$ cat src/rtl/forth_irq_ctrl_if.sv
// Core-side bus of the ForthCPU interrupt controller: request/ack/return
// handshake plus the small configuration register port.
interface forth_irq_ctrl_if #(
    parameter int WIDTH = 16
);
    logic             interrupt;
    logic [WIDTH-1:0] irq_vector;
    logic             interrupt_ack;
    logic             reti;
    logic             in_service;
    logic             cfg_we;
    logic             cfg_re;
    logic [1:0]       cfg_addr;
    logic [WIDTH-1:0] cfg_wdata;
    logic [WIDTH-1:0] cfg_rdata;

    modport master (
        input  interrupt, irq_vector, in_service, cfg_rdata,
        output interrupt_ack, reti, cfg_we, cfg_re, cfg_addr, cfg_wdata
    );

    modport slave (
        output interrupt, irq_vector, in_service, cfg_rdata,
        input  interrupt_ack, reti, cfg_we, cfg_re, cfg_addr, cfg_wdata
    );
endinterface

$ cat src/rtl/forth_irq_ctrl.sv
// Interrupt controller for the ForthCPU core: edge capture, fixed-priority
// arbitration (lowest index wins), request/ack/reti sequencing, config regs.
//
// state   | meaning
// IDLE    | no request outstanding; arbitrate enabled pending events
// REQUEST | interrupt=1, index/vector frozen until ack or withdrawal
// SERVICE | handler running; no nesting until reti
module forth_irq_ctrl #(
    parameter int               WIDTH        = 16,
    parameter int               NUM_IRQ      = 8,
    parameter logic [WIDTH-1:0] VECTOR_BASE  = 16'h0010,
    parameter int               VECTOR_SHIFT = 2
) (
    input  logic               clk,
    input  logic               nreset,
    input  logic [NUM_IRQ-1:0] irq_in,
    input  logic               hlt,
    input  logic               wfi,
    forth_irq_ctrl_if.slave    bus
);
    typedef enum logic [1:0] {IDLE, REQUEST, SERVICE} state_t;

    state_t             state, state_nxt;
    logic [NUM_IRQ-1:0] sync1, sync2, hist, rise;
    logic [NUM_IRQ-1:0] pending, mask, w1c, mask_wd, pend_wd, sel_oh, ack_clr;
    logic [WIDTH-1:0]   vector_base;
    logic [3:0]         index, pick;
    logic               any_req, load_vec;
    logic               wr_mask, wr_pend, wr_base;

    // Capture flops reset high so a line already high at reset release is not an edge.
    always_ff @(posedge clk or negedge nreset) begin
        if (!nreset) begin
            sync1 <= '1;
            sync2 <= '1;
            hist  <= '1;
        end else begin
            sync1 <= irq_in;
            sync2 <= sync1;
            hist  <= sync2;
        end
    end

    assign rise    = sync2 & ~hist;
    assign wr_mask = bus.cfg_we && (bus.cfg_addr == 2'd0);
    assign wr_pend = bus.cfg_we && (bus.cfg_addr == 2'd1);
    assign wr_base = bus.cfg_we && (bus.cfg_addr == 2'd2);
    assign w1c     = wr_pend ? bus.cfg_wdata[NUM_IRQ-1:0] : '0;
    assign mask_wd = wr_mask ? bus.cfg_wdata[NUM_IRQ-1:0] : mask;
    assign pend_wd = (pending & ~w1c) | rise;
    assign sel_oh  = NUM_IRQ'(1) << index;
    assign any_req = |(pending & mask);

    always_comb begin
        pick = '0;
        for (int i = NUM_IRQ - 1; i >= 0; i--) begin
            if (pending[i] && mask[i]) pick = 4'(i);
        end
    end

    // Withdrawal looks at the register values this edge will produce, so a
    // write that disables the request drops interrupt on the same edge.
    always_comb begin
        state_nxt = state;
        ack_clr   = '0;
        load_vec  = 1'b0;
        case (state)
            IDLE: begin
                if (any_req && !hlt) begin
                    state_nxt = REQUEST;
                    load_vec  = 1'b1;
                end
            end
            REQUEST: begin
                if (hlt || !(|(pend_wd & sel_oh)) || !(|(mask_wd & sel_oh))) begin
                    state_nxt = IDLE;
                end else if (bus.interrupt_ack) begin
                    state_nxt = SERVICE;
                    ack_clr   = sel_oh;
                end
            end
            SERVICE: begin
                if (bus.reti) state_nxt = IDLE;
            end
            default: state_nxt = IDLE;
        endcase
    end

    assign bus.interrupt  = (state == REQUEST);
    assign bus.in_service = (state == SERVICE);

    always_ff @(posedge clk or negedge nreset) begin
        if (!nreset) begin
            state          <= IDLE;
            pending        <= '0;
            mask           <= '0;
            vector_base    <= VECTOR_BASE;
            index          <= '0;
            bus.irq_vector <= '0;
            bus.cfg_rdata  <= '0;
        end else begin
            state   <= state_nxt;
            pending <= (pending & ~w1c & ~ack_clr) | rise;
            if (wr_mask) mask <= bus.cfg_wdata[NUM_IRQ-1:0];
            if (wr_base) vector_base <= bus.cfg_wdata;
            if (load_vec) begin
                index          <= pick;
                bus.irq_vector <= vector_base + (WIDTH'(pick) << VECTOR_SHIFT);
            end
            if (bus.cfg_re) begin
                case (bus.cfg_addr)
                    2'd0:    bus.cfg_rdata <= WIDTH'(mask);
                    2'd1:    bus.cfg_rdata <= WIDTH'(pending);
                    2'd2:    bus.cfg_rdata <= vector_base;
                    default: bus.cfg_rdata <= WIDTH'({index, 1'b0, wfi,
                                                      bus.in_service, bus.interrupt});
                endcase
            end
        end
    end
endmodule

$ cat src/flat_wrapper.sv
// flat-port wrapper written by rule: the top's interface ports become plain ports
module forth_irq_ctrl_flat 
#(
    parameter int               WIDTH        = 16,
    parameter int               NUM_IRQ      = 8,
    parameter logic [WIDTH-1:0] VECTOR_BASE  = 16'h0010,
    parameter int               VECTOR_SHIFT = 2
)
  (clk, nreset, irq_in, hlt, wfi, bus_interrupt, bus_irq_vector, bus_in_service, bus_cfg_rdata, bus_interrupt_ack, bus_reti, bus_cfg_we, bus_cfg_re, bus_cfg_addr, bus_cfg_wdata);
  forth_irq_ctrl_if #(.WIDTH(WIDTH)) bus_i ();
  input  logic clk;
  input  logic nreset;
  input  logic [NUM_IRQ-1:0] irq_in;
  input  logic hlt;
  input  logic wfi;
  output wire logic [$bits(bus_i.interrupt)-1:0] bus_interrupt;
  output wire logic [$bits(bus_i.irq_vector)-1:0] bus_irq_vector;
  output wire logic [$bits(bus_i.in_service)-1:0] bus_in_service;
  output wire logic [$bits(bus_i.cfg_rdata)-1:0] bus_cfg_rdata;
  input wire logic [$bits(bus_i.interrupt_ack)-1:0] bus_interrupt_ack;
  input wire logic [$bits(bus_i.reti)-1:0] bus_reti;
  input wire logic [$bits(bus_i.cfg_we)-1:0] bus_cfg_we;
  input wire logic [$bits(bus_i.cfg_re)-1:0] bus_cfg_re;
  input wire logic [$bits(bus_i.cfg_addr)-1:0] bus_cfg_addr;
  input wire logic [$bits(bus_i.cfg_wdata)-1:0] bus_cfg_wdata;
  assign bus_interrupt = bus_i.interrupt;
  assign bus_irq_vector = bus_i.irq_vector;
  assign bus_in_service = bus_i.in_service;
  assign bus_cfg_rdata = bus_i.cfg_rdata;
  assign bus_i.interrupt_ack = bus_interrupt_ack;
  assign bus_i.reti = bus_reti;
  assign bus_i.cfg_we = bus_cfg_we;
  assign bus_i.cfg_re = bus_cfg_re;
  assign bus_i.cfg_addr = bus_cfg_addr;
  assign bus_i.cfg_wdata = bus_cfg_wdata;
  forth_irq_ctrl #(.WIDTH(WIDTH), .NUM_IRQ(NUM_IRQ), .VECTOR_BASE(VECTOR_BASE), .VECTOR_SHIFT(VECTOR_SHIFT)) u_core (.clk(clk), .nreset(nreset), .irq_in(irq_in), .hlt(hlt), .wfi(wfi), .bus(bus_i));
endmodule
$ cat config.mk
export PLATFORM = sky130hd
export DESIGN_NAME = forth_irq_ctrl_flat
export DESIGN_NICKNAME = d
export VERILOG_FILES = /design/src/rtl/forth_irq_ctrl_if.sv /design/src/rtl/forth_irq_ctrl.sv /design/src/flat_wrapper.sv
export SDC_FILE = /design/constraint.sdc
export NUM_CORES = 1
export LEC_CHECK = 0
export CAP_MARGIN = 20
export CORE_MARGIN = 4
export CORE_UTILIZATION = 59
export CTS_BUF_LIST = sky130_fd_sc_hd__clkbuf_8
export DETAILED_ROUTE_END_ITERATION = 12
export GPL_TIMING_DRIVEN = 0
export PLACE_DENSITY = 0.87
export SLEW_MARGIN = 20
export SYNTH_ARGS = -nofsm -noshare
export SYNTH_HDL_FRONTEND = slang
export SYNTH_SLANG_ARGS = --single-unit
$ cat constraint.sdc
create_clock -name clk -period 4.6 [get_ports clk]
set_clock_uncertainty 0.1 [all_clocks]
set_input_delay 0.46 -clock clk [delete_from_list [all_inputs] [get_ports clk]]
set_output_delay 0.46 -clock clk [all_outputs]
set_load 0.01 [all_outputs]
==> summary.md <==
| Metric | Value |
|---|---|
| Clock-pin slew on the worst setup and hold paths | `0.09 ns` |
| CTS Buf Count | `9` |
| Die H | `93.48 um` |
| Vias in the first global route | `around 3,300` |
| Wirelength per Cell | `around 18 um` |
| Core box area | `6944 sq um` |
| Crit. path cell count | `14` |
| Leak | `2.226 nW` |
| Root Buffer | `clkbuf_8` |
| Cells after DPL | `536` |
| Crit path DAT | `~3.0 ns` |
| H-tree depth | `3` |
| Drt pass-1 iters | `5` |
| Top achievable clock speed | `~350 MHz` |
| Power, Total | `between 2 and 3 mW` |
| Setup TNS | `0 ns` |
| Max VDD drop | `0.2457 mV` |
| Slew Viols, Final | `0` |
| Iteration-0 DRC Markers | `278` |
| Status | `finished, final reports clean` |
| Final Hold Viols | `0` |
| Total gr overflow | `0` |
| Ys Warns | `0` |
| Setup ws final | `1.712 ns` |
| Total GRT Usage | `24.86%` |
| Final nets | `roughly 490` |
| ANT nets after route | `0` |
| Hold WC Path Type | `input pin to async pin` |
| Reg2reg end | `u_core.bus.irq_vector[14]$_DFFE_PN0P_` |
| Yosys reg bits | `93` |
| Residual DRC count | `0` |
| First-pass GRT wire length | `16,650 um` |
| I/O pins | `68` |
| WP buf/inv | `2` |
| DIE AREA | `~8700 sq um` |
| Worst-Skew Late Latency | `0.37 ns` |
| Post-DP Area | `5109 sq um` |
| Layout cells sized above 1 | `a little over a fifth` |
| Part of the cycle the worst path needs | `62.78%` |
| Setup violators final | `0` |
| Ys flop type | `dfrtp_1` |
| PD cells | `492.8 nW/um^2` |
| Post-Syn Area | `4310 sq um` |
| CP max stage delay | `~0.44 ns` |
| Register-to-Register Path Depth | `14` |
| Clk buf depth | `2` |
| Worst reg-to-reg setup slack | `roughly 1.7 ns` |
| CP most frequent cell | `inv_1` |
| Clock Sinks | `slightly above 90` |
| Seq/Total Area, Yosys | `54.72%` |
| Critical Path End Type | `flip-flop` |
| Reg2reg start | `u_core.mask[6]$_DFF_PN0_` |
| Maximum number of pins on one net before global-route repair | `52` |
| Worst Tran Pin Value | `0.7505 ns` |
| Post-Place Worst Slack | `1.565 ns` |
| Starting Density | `62.07%` |
| Finished Core Util | `77.23%` |
| Final Cell Area | `approximately 5400 sq um` |
| Minimum clock period | `roughly 2.9 ns` |
| Mapped Avg Cell Area | `11.56 sq um` |
| Synth Instances | `~370` |
| Post-CTS setup buffers | `0` |
| Worst Setup Start Kind | `flip-flop` |
| MaxCap Viol Count | `0` |
| Cts hold-fix bufs | `0` |
| Delay-heaviest family, CP | `compound AO/OA/AOI/OAI gates` |
| Critical Path RT | `4.74 ns` |
| Relative slew slack | `49.43%` |
| Final WL | `about 10000 um` |
| Hold WS | `0.008566 ns` |
| CP max FO | `5` |
| Detailed placer's ending HPWL | `7172 um` |
| Post-cts sizing count | `0` |
| Slowest CP cell | `dfrtp_1` |
| WS Path Type | `flip-flop to flip-flop` |
| Number of port buffers | `66` |
| Fill count | `463` |
| Final GP Congestion | `~0.91` |
| Initial antenna violation count | `0` |
| Crit-path cells | `nand2_1 -> a32o_1 -> a22o_1 -> a22oi_1 -> a21oi_1 -> ha_1 -> inv_1 -> fa_1 -> inv_1 -> a21o_1 -> nand3_1 -> nor2_1 -> xnor2_1 -> o21ai_0` |
| Area delta synth->final | `24.41%` |
| Via/cell ratio | `5.949` |
| Synth async-reset ratio | `between 90% and 100%` |
| ANT cells | `0` |
| Row count | `30` |
| CTS tree | `done` |
| Syn nets | `411` |
| DIE WIDTH | `93.48 um` |
| Non-filler cells, final | `552` |
| RSZ-0062 raised after global routing | `false` |
| Routed vias | `about 3,300` |
| Post-synth EDFFs | `0` |
| Synth cell types | `41` |
placed cells by master (no fill, tap or decap), drive strengths merged, types with 5 or more instances in the layout:
master,n
dfstp,25
o2111ai,8
o21ai,27
mux2,33
clkbuf,18
clkdlybuf4s50,65
and3b,9
nor2,8
a21oi,13
a22oi,5
mux4,9
xor2,8
nand2,47
inv,21
nor2b,12
buf,12
a31oi,9
nor3,7
nand3,10
dfrtp,68
cell usage after synthesis, types with 8 or more instances:
master | instances | area, sq um
a21oi_1 | 13 | 65.06
a31oi_1 | 9 | 56.30
and3b_1 | 9 | 78.83
clkbuf_1 | 8 | 30.03
dfrtp_1 | 68 | 1702
dfstp_2 | 25 | 656.9
inv_1 | 19 | 71.32
mux2_2 | 33 | 371.6
mux4_2 | 9 | 202.7
nand2_1 | 47 | 176.4
nand3_1 | 10 | 50.05
nor2_1 | 8 | 30.03
nor2b_1 | 12 | 75.07
o2111ai_1 | 8 | 70.07
o21ai_0 | 25 | 125.1
xor2_1 | 8 | 70.07
worst max-delay path by stage:
stage,slack [ns],from,to
2_1_floorplan,2.21,u_core.mask[6]$_DFF_PN0_,u_core.bus.irq_vector[14]$_DFFE_PN0P_
3_3_place_gp,-0.20,nreset,u_core.pending[7]$_DFF_PN0_
3_5_place_dp,1.57,bus_cfg_we,u_core.state[1]$_DFFE_PN0P_
4_1_cts,1.79,u_core.mask[6]$_DFF_PN0_,u_core.bus.irq_vector[14]$_DFFE_PN0P_
5_1_grt,1.54,u_core.pending[6]$_DFF_PN0_,u_core.bus.irq_vector[14]$_DFFE_PN0P_
6_report,1.71,u_core.mask[6]$_DFF_PN0_,u_core.bus.irq_vector[14]$_DFFE_PN0P_
where the power goes:
part | switching (mW) | internal, mW | total, mW
logic | 0.418 | 0.426 | 0.844
registers | 0.136 | 0.988 | 1.12
clock network | 0.295 | 0.381 | 0.676
cell type report:
class / count / area, sq um / area share [%]
Sequential cell: 93 / 2359 / 43.98
Multi-Input combinational cell: 243 / 1789 / 33.36
Inverter: 19 / 71.32 / 1.330
Buffer: 18 / 91.34 / 1.703
Clock inverter: 6 / 116.4 / 2.170
Timing Repair Buffer: 67 / 678.2 / 12.65
Tap cell: 96 / 120.1 / 2.240
Clock buffer: 10 / 137.6 / 2.566
state kept, by name (all words and copies together) (netlist names):
signal / cells
u_core.sync2: 8
u_core.bus.cfg_rdata: 16
u_core.bus.irq_vector: 16
u_core.state: 2
u_core.sync1: 8
u_core.pending: 8
u_core.vector_base: 16
u_core.mask: 8
u_core.index: 3
u_core.hist: 8
routing by layer:
metal | vias up | part of all wire (%) | track usage [%]
met5 | - | 0 | 0
met4 | 0 | 2.5 | 9.280
met3 | 25 | 7.2 | 5.471
met2 | 161 | 47 | 38.18
met1 | 1607 | 44 | 34.75
li1 | 1491 | - | -
kinds of logic after synthesis:
logic type / share of synthesized area (%)
AO/OA/AOI/OAI: 11.03
XOR/XNOR: 2.438
adder cells (fa/ha/maj): 1.335
buffers and inverters: 3.773
flip-flops: 54.72
multiplexers: 14.02
AND/OR/NAND/NOR: 12.68
Power figures use the tool's default switching activity.
